## config.mk

```make
export PLATFORM = sky130hd
export DESIGN_NAME = addsub_arbiter
export DESIGN_NICKNAME = d
export VERILOG_FILES = /design/src/rtl/addsub_arbiter_pkg.sv /design/src/rtl/addsub_core.sv /design/src/rtl/addsub_arbiter.sv
export SDC_FILE = /design/constraint.sdc
export NUM_CORES = 1
export LEC_CHECK = 0
export CAP_MARGIN = 20
export CELL_PAD_IN_SITES_DETAIL_PLACEMENT = 1
export CELL_PAD_IN_SITES_GLOBAL_PLACEMENT = 2
export CORE_UTILIZATION = 27
export DETAILED_ROUTE_END_ITERATION = 6
export MAX_ROUTING_LAYER = met4
export PLACE_DENSITY = 0.83
export SETUP_SLACK_MARGIN = 0.3
export SLEW_MARGIN = 25
export SYNTH_ARGS = -nofsm -noshare
export SYNTH_HDL_FRONTEND = slang
export SYNTH_HIERARCHICAL = 1
export SYNTH_SLANG_ARGS = --single-unit
export TNS_END_PERCENT = 1
```

## constraint.sdc

```tcl
create_clock -name clk -period 1.9 [get_ports clk]
set_clock_uncertainty 0.15 [all_clocks]
set_input_delay 0.475 -clock clk [delete_from_list [all_inputs] [get_ports clk]]
set_output_delay 0.475 -clock clk [all_outputs]
set_load 0.01 [all_outputs]
```

## src/rtl/addsub_arbiter_pkg.sv

```systemverilog
// -----------------------------------------------------------------------------
// addsub_arbiter_pkg
//
// Purpose:
//     Shared constants for the two-requester add/subtract arbiter: the FSM
//     state encodings, the default operand width and the add/subtract select
//     encodings used by both the arbiter and the shared datapath.
//
// Contents:
//     DEFAULT_WIDTH   default operand/result width
//     state_t         2-bit FSM state type
//     IDLE/EXEC/RESP  FSM state encodings
//     ADD/SUB         values of the per-request select bit
// -----------------------------------------------------------------------------
package addsub_arbiter_pkg;

    localparam int DEFAULT_WIDTH = 4;

    typedef logic [1:0] state_t;

    // Encodings are fixed so that older tooling reading the state register
    // sees the same values.
    localparam state_t IDLE = 2'd0;
    localparam state_t EXEC = 2'd1;
    localparam state_t RESP = 2'd2;

    localparam logic ADD = 1'b0;
    localparam logic SUB = 1'b1;

endpackage

```

## src/rtl/addsub_core.sv

```systemverilog
// -----------------------------------------------------------------------------
// addsub_core
//
// Purpose:
//     Purely combinational WIDTH-bit adder/subtractor shared by both
//     requesters. Subtraction is formed as A + ~B + 1, so the carry-out reads
//     as "no borrow" when subtracting.
//
// Configuration:
//     ADDSUB_OVF_EN  when defined, adds the signed-overflow output ovf_o.
//
// Ports:
//     a_i     operand A
//     b_i     operand B
//     sel_i   0 = add, 1 = subtract (A - B)
//     s_o     result, modulo 2^WIDTH
//     cout_o  carry out of bit WIDTH-1
//     ovf_o   signed overflow (only with ADDSUB_OVF_EN)
// -----------------------------------------------------------------------------
module addsub_core
    import addsub_arbiter_pkg::*;
#(
    parameter int WIDTH = DEFAULT_WIDTH
) (
    input  logic [WIDTH-1:0] a_i,
    input  logic [WIDTH-1:0] b_i,
    input  logic             sel_i,
    output logic [WIDTH-1:0] s_o,
    output logic             cout_o
`ifdef ADDSUB_OVF_EN
    ,
    output logic             ovf_o
`endif
);

    logic [WIDTH-1:0] bEff;
    logic             carryIn;
    logic [WIDTH:0]   sumFull;

    // One extra bit on the sum captures the carry out of the top operand bit.
    always_comb begin
        bEff    = (sel_i == ADD) ? b_i : ~b_i;
        carryIn = (sel_i == SUB);
        sumFull = {1'b0, a_i} + {1'b0, bEff} + {{WIDTH{1'b0}}, carryIn};
    end

    assign s_o    = sumFull[WIDTH-1:0];
    assign cout_o = sumFull[WIDTH];

`ifdef ADDSUB_OVF_EN
    // Signed overflow: both effective operands share a sign and the result
    // sign differs from it. Using the inverted B for subtract makes this the
    // overflow of A - B.
    assign ovf_o = (a_i[WIDTH-1] == bEff[WIDTH-1]) &&
                   (sumFull[WIDTH-1] != a_i[WIDTH-1]);
`endif

endmodule

```

## src/rtl/addsub_arbiter.sv

```systemverilog
// -----------------------------------------------------------------------------
// addsub_arbiter
//
// Purpose:
//     Shares one addsub_core between two requesters. A round-robin arbiter
//     picks one request in IDLE, the operands are latched, pushed through the
//     datapath in EXEC and the registered result is held in RESP until the
//     consumer takes it.
//
// Configuration:
//     ADDSUB_OVF_EN  when defined, the registered signed-overflow flag is
//                    returned on rsp_ovf.
//
// Ports:
//     clk, rst                  rising-edge clock, async active-high reset
//     reqN_valid/a/b/sel        requester N operation (N = 0, 1)
//     reqN_ready                requester N accepted this cycle
//     rsp_valid / rsp_ready     response handshake
//     rsp_id                    requester that issued the operation
//     rsp_s / rsp_cout          result and carry-out
//     rsp_ovf                   signed overflow (only with ADDSUB_OVF_EN)
// -----------------------------------------------------------------------------
module addsub_arbiter
    import addsub_arbiter_pkg::*;
#(
    parameter int WIDTH = DEFAULT_WIDTH
) (
    input  logic             clk,
    input  logic             rst,

    input  logic             req0_valid,
    input  logic [WIDTH-1:0] req0_a,
    input  logic [WIDTH-1:0] req0_b,
    input  logic             req0_sel,
    output logic             req0_ready,

    input  logic             req1_valid,
    input  logic [WIDTH-1:0] req1_a,
    input  logic [WIDTH-1:0] req1_b,
    input  logic             req1_sel,
    output logic             req1_ready,

    output logic             rsp_valid,
    input  logic             rsp_ready,
    output logic             rsp_id,
    output logic [WIDTH-1:0] rsp_s,
    output logic             rsp_cout
`ifdef ADDSUB_OVF_EN
    ,
    output logic             rsp_ovf
`endif
);

    state_t           state_q, state_d;
    logic             lastServed_q, lastServed_d;

    logic [WIDTH-1:0] opA_q, opA_d;
    logic [WIDTH-1:0] opB_q, opB_d;
    logic             opSel_q, opSel_d;
    logic             opId_q, opId_d;

    logic [WIDTH-1:0] rspS_q, rspS_d;
    logic             rspCout_q, rspCout_d;
    logic             rspId_q, rspId_d;

    logic             grantId;
    logic             inIdle;
    logic             accept;

    logic [WIDTH-1:0] coreS;
    logic             coreCout;

`ifdef ADDSUB_OVF_EN
    logic             rspOvf_q, rspOvf_d;
    logic             coreOvf;
`endif

    // Round-robin grant: a lone valid requester always wins; on a tie the
    // requester that was not served last wins. Ready is forced low during
    // reset and outside IDLE so nothing is accepted while busy.
    always_comb begin
        grantId = 1'b0;
        if (req0_valid && req1_valid) begin
            grantId = ~lastServed_q;
        end else if (req1_valid) begin
            grantId = 1'b1;
        end

        inIdle     = (state_q == IDLE) && !rst;
        req0_ready = inIdle && req0_valid && (grantId == 1'b0);
        req1_ready = inIdle && req1_valid && (grantId == 1'b1);
        accept     = req0_ready || req1_ready;
    end

    // The shared datapath always sees the latched operands; its output is
    // only captured during EXEC.
    addsub_core #(
        .WIDTH (WIDTH)
    ) u_core (
        .a_i    (opA_q),
        .b_i    (opB_q),
        .sel_i  (opSel_q),
        .s_o    (coreS),
        .cout_o (coreCout)
`ifdef ADDSUB_OVF_EN
        ,
        .ovf_o  (coreOvf)
`endif
    );

    // Next-state logic. The last-served pointer only moves when the response
    // is handed over, so a tie that arises while busy resolves against the
    // requester whose result was most recently delivered.
    always_comb begin
        state_d      = state_q;
        lastServed_d = lastServed_q;
        opA_d        = opA_q;
        opB_d        = opB_q;
        opSel_d      = opSel_q;
        opId_d       = opId_q;
        rspS_d       = rspS_q;
        rspCout_d    = rspCout_q;
        rspId_d      = rspId_q;
`ifdef ADDSUB_OVF_EN
        rspOvf_d     = rspOvf_q;
`endif

        case (state_q)
            IDLE: begin
                if (accept) begin
                    opA_d   = grantId ? req1_a   : req0_a;
                    opB_d   = grantId ? req1_b   : req0_b;
                    opSel_d = grantId ? req1_sel : req0_sel;
                    opId_d  = grantId;
                    state_d = EXEC;
                end
            end
            EXEC: begin
                rspS_d    = coreS;
                rspCout_d = coreCout;
                rspId_d   = opId_q;
`ifdef ADDSUB_OVF_EN
                rspOvf_d  = coreOvf;
`endif
                state_d   = RESP;
            end
            RESP: begin
                if (rsp_ready) begin
                    lastServed_d = rspId_q;
                    state_d      = IDLE;
                end
            end
            default: begin
                state_d = IDLE;
            end
        endcase
    end

    // State and data registers. Reset leaves the pointer on requester 1 so
    // requester 0 wins the first tie, and drops any in-flight operation.
    always_ff @(posedge clk or posedge rst) begin
        if (rst) begin
            state_q      <= IDLE;
            lastServed_q <= 1'b1;
            opA_q        <= '0;
            opB_q        <= '0;
            opSel_q      <= ADD;
            opId_q       <= 1'b0;
            rspS_q       <= '0;
            rspCout_q    <= 1'b0;
            rspId_q      <= 1'b0;
`ifdef ADDSUB_OVF_EN
            rspOvf_q     <= 1'b0;
`endif
        end else begin
            state_q      <= state_d;
            lastServed_q <= lastServed_d;
            opA_q        <= opA_d;
            opB_q        <= opB_d;
            opSel_q      <= opSel_d;
            opId_q       <= opId_d;
            rspS_q       <= rspS_d;
            rspCout_q    <= rspCout_d;
            rspId_q      <= rspId_d;
`ifdef ADDSUB_OVF_EN
            rspOvf_q     <= rspOvf_d;
`endif
        end
    end

    assign rsp_valid = (state_q == RESP);
    assign rsp_id    = rspId_q;
    assign rsp_s     = rspS_q;
    assign rsp_cout  = rspCout_q;
`ifdef ADDSUB_OVF_EN
    assign rsp_ovf   = rspOvf_q;
`endif

endmodule
```

==> results.py, run 1 <==
metrics = {
    "outcome": {
        "status": "finished, violations left",
        "violations": "setup timing",
    },
    "sta": {
        "tns_ns": -0.246,
        "period_minus_slack_ns": 1.99,
        "fmax_ghz": 0.502,
        "min_period_over_period_pct": 105,
        "setup_violations": 4,
        "rsz0062_at_grt": "true",
        "hold_viol": 0,
        "slew_headroom_pct": 72.2,
        "setup_slack_ns": -0.0935,
        "tightest_slew_ns": 0.415,
        "drv_slew": 0,
    },
    "placement": {
        "hpwl_um": 2110,
        "gp_congestion": 0.703,
        "place_area_um2": 1520,
        "port_buffers": 31,
        "dp.cells": 169,
    },
    "synth": {
        "postSynth.asyncResetShare_pct": 100,
        "synth-xor-area-share_pct": 4.03,
        "syn_avg_cell_area_um2": 12.9,
        "synth_top_family_by_area": "compound AO/OA/AOI/OAI gates",
        "yosysWarnings": 6,
        "ys_ff_latch": 19,
        "synth_edf_count": 0,
        "synth_fp_nets": 111,
        "synthAdderAreaFrac_pct": 5.29,
        "synthMuxAreaShare_pct": 8.63,
        "synth_area_um2": 1090,
        "synth.distinct_cells": 31,
        "syn_inst": 84,
        "synth_simple_gate_area_share_pct": 8.40,
        "synth-main-ff-cell": "dfrtp_1",
        "ys_seq_area_share_pct": 43.8,
        "synth-compound-area-share_pct": 24.5,
    },
    "critical_path": {
        "rr_endpoint": "rsp_s[3]",
        "cp_slowest_cell": "dlygate4sd2_1",
        "worstSetupPathType": "in -> out",
        "reg2reg_from": "opSel_q",
        "worstPathMaxFanout": 3,
        "cp.required_ns": 1.27,
        "r2r_slack_ns": -0.05,
        "crit_chain": "dlygate4sd2_1 > nor3_4 > nor3b_4 > buf_2",
        "cp.arrival_ns": 1.37,
        "crit_family": "buffers and inverters",
        "critPathLaunchType": "primary input",
        "critPathMaxStageDelay_ns": 0.30,
        "endpoint_kind": "output pin",
        "rr_worst_depth": 6,
        "path_buf_inv": 2,
    },
    "cells_and_area": {
        "area_delta_synth_final_pct": 55.1,
        "layout_commonest_cell": "clkdlybuf4s50_1",
        "final_cell_mix": "clkdlybuf4s50_1, dfrtp_1, buf_4, o32ai_1, a2bb2oi_2",
        "fillCellCount": 399,
        "design_area_um2": 1690,
        "drive_gt1_share_pct": 40.2,
        "diodes": 0,
        "instances_no_fill": 180,
        "nets": 160,
        "final-seq-area_um2": 478,
        "multiInputGateArea_um2": 634,
    },
    "floorplan": {
        "rows": 22,
        "die_y_um": 65.5,
        "ios": 32,
        "start_util_pct": 28.8,
        "die_x_um": 65.5,
        "coreArea_um2": 3770,
        "dieArea_um2": 4290,
    },
    "clock_tree": {
        "clkTransAtPathRegs_ns": 0.07,
        "cts_tree": "done",
        "htreeDepth": 1,
        "clock_path_buffers": 2,
        "hold_buffers": 0,
        "ctsRootBufferMaster": "clkbuf_8",
        "clock_latency_ns": 0.26,
        "cts_num_sinks": 19,
        "numCtsBuffers": 3,
    },
    "global_routing": {
        "grt_pass1_vias": 985,
        "grt.overflow.total": 0,
        "grt_antenna_before_repair": 0,
        "grt_first_pass_wirelength_um": 4700,
        "grt_max_degree": 12,
        "grtUsageTotal_pct": 15.2,
    },
    "drt": {
        "via_per_inst": 4.97,
        "route.detailed.drc": 0,
        "wl_per_cell_um": 16.5,
        "ant_nets": 0,
        "vias": 894,
        "drt_iter0_markers": 14,
        "drt_pass1_iterations": 4,
        "wl_um": 2970,
    },
    "pwr": {
        "ir_drop_uv": 605,
        "p_leak_nw": 0.683,
        "powerDensity_nw_per_um2": 1580,
    },
    "hold_path": {
        "hold_path_class": "in -> async",
    },
    "job": {
        "maxCapViolCount": 0,
    },
}
## metrics by stage
step	worst slack [ns]	total power [mW]	utilization [%]	hold WS, ns
6_report	-0.0935	2.66	44.7	0.184
5_1_grt	-0.175	2.84	44.7	0.195
2_1_floorplan	0.0829	1.66	-	0.275
3_3_place_gp	-0.687	2.07	40.2	0.336
4_1_cts	-0.116	2.45	42.2	0.176
3_5_place_dp	-0.768	2.16	40.2	0.327
## power breakdown
part / internal (mW) / leakage, nW / switching (mW)
clock network: 0.150 / 0.0228 / 0.144
logic: 0.880 / 0.446 / 0.706
registers: 0.601 / 0.214 / 0.177
## synth_stat cells (all sizes together), types with 2 or more instances
cell / instances / area [µm²]
xor2: 5 / 43.8
a21oi: 3 / 15.0
nand2b: 2 / 12.5
buf: 5 / 42.5
o32ai: 9 / 78.8
nand4: 2 / 12.5
ha: 3 / 37.5
dfrtp: 18 / 450
mux2: 8 / 93.8
nor3b: 2 / 20.0
a2bb2oi: 9 / 135
inv: 4 / 15.0
## logic make-up (layout without fill, tap and decap cells)
group,Yosys count,after routing
flops,19,19
buf+inv,9,57
simple gates,13,13
xor+xnor,5,5
compound gates,26,26
fa+ha+maj,4,4
mux,8,8
## worst register-to-register path: cells and delay by family, from the launching register on
kind | cells | cell delay (ns)
flip-flops | 1 | 0.47
adder cells (fa/ha/maj) | 1 | 0.38
multiplexers | 1 | 0.28
AND/OR/NAND/NOR | 2 | 0.22
XOR/XNOR | 1 | 0.18
AO/OA/AOI/OAI | 1 | 0.15
## how the worst max path moves through the flow
stage / end / startpoint / depth (start not counted)
2_1_floorplan: rsp_s[3] / opSel_q / 6
3_3_place_gp: req1_ready / req1_valid / 4
3_5_place_dp: req1_ready / req1_valid / 4
4_1_cts: req0_ready / state_q[0] / 4
5_1_grt: req0_ready / state_q[1] / 4
6_report: req0_ready / rst / 4
## metal layers
layer	GRT usage, %	wire (µm)
met3	2.60	126
met1	16.8	1220
met5	-	0
met2	27.4	1590
met4	4.89	33
## registers in the layout (all words and copies together) (netlist names)
name,count
lastServed_q,1
opA_q,4
opB_q,4
opId_q,1
opSel_q,1
rsp_cout,1
rsp_id,1
rsp_s,4
state_q,2
## layout make-up
class / instances / area share (%)
multi-input combinational: 56 / 37.6
sequential: 19 / 28.3
timing repair buffer: 49 / 26.9
inverter: 4 / 0.890
tap: 48 / 3.56
clock buffer: 4 / 2.67
## what timing repair did
action	CTS	global route
endpoints found under the hold margin	0	0
pin swaps	4	3
resized for setup	28	16
setup endpoints to repair	23	18
setup buffers	4	3
(Power assumes the default switching activity.)
==> run 2, diff against run 1 <==
--- a/config.mk
+++ b/config.mk
@@ -5,7 +5,6 @@
 export SDC_FILE = /design/constraint.sdc
 export NUM_CORES = 1
 export LEC_CHECK = 0
-export CAP_MARGIN = 20
 export CELL_PAD_IN_SITES_DETAIL_PLACEMENT = 1
 export CELL_PAD_IN_SITES_GLOBAL_PLACEMENT = 2
 export CORE_UTILIZATION = 27
==> results of run 2 <==
Final layout, timing and power as in run 1 (identical DEF).
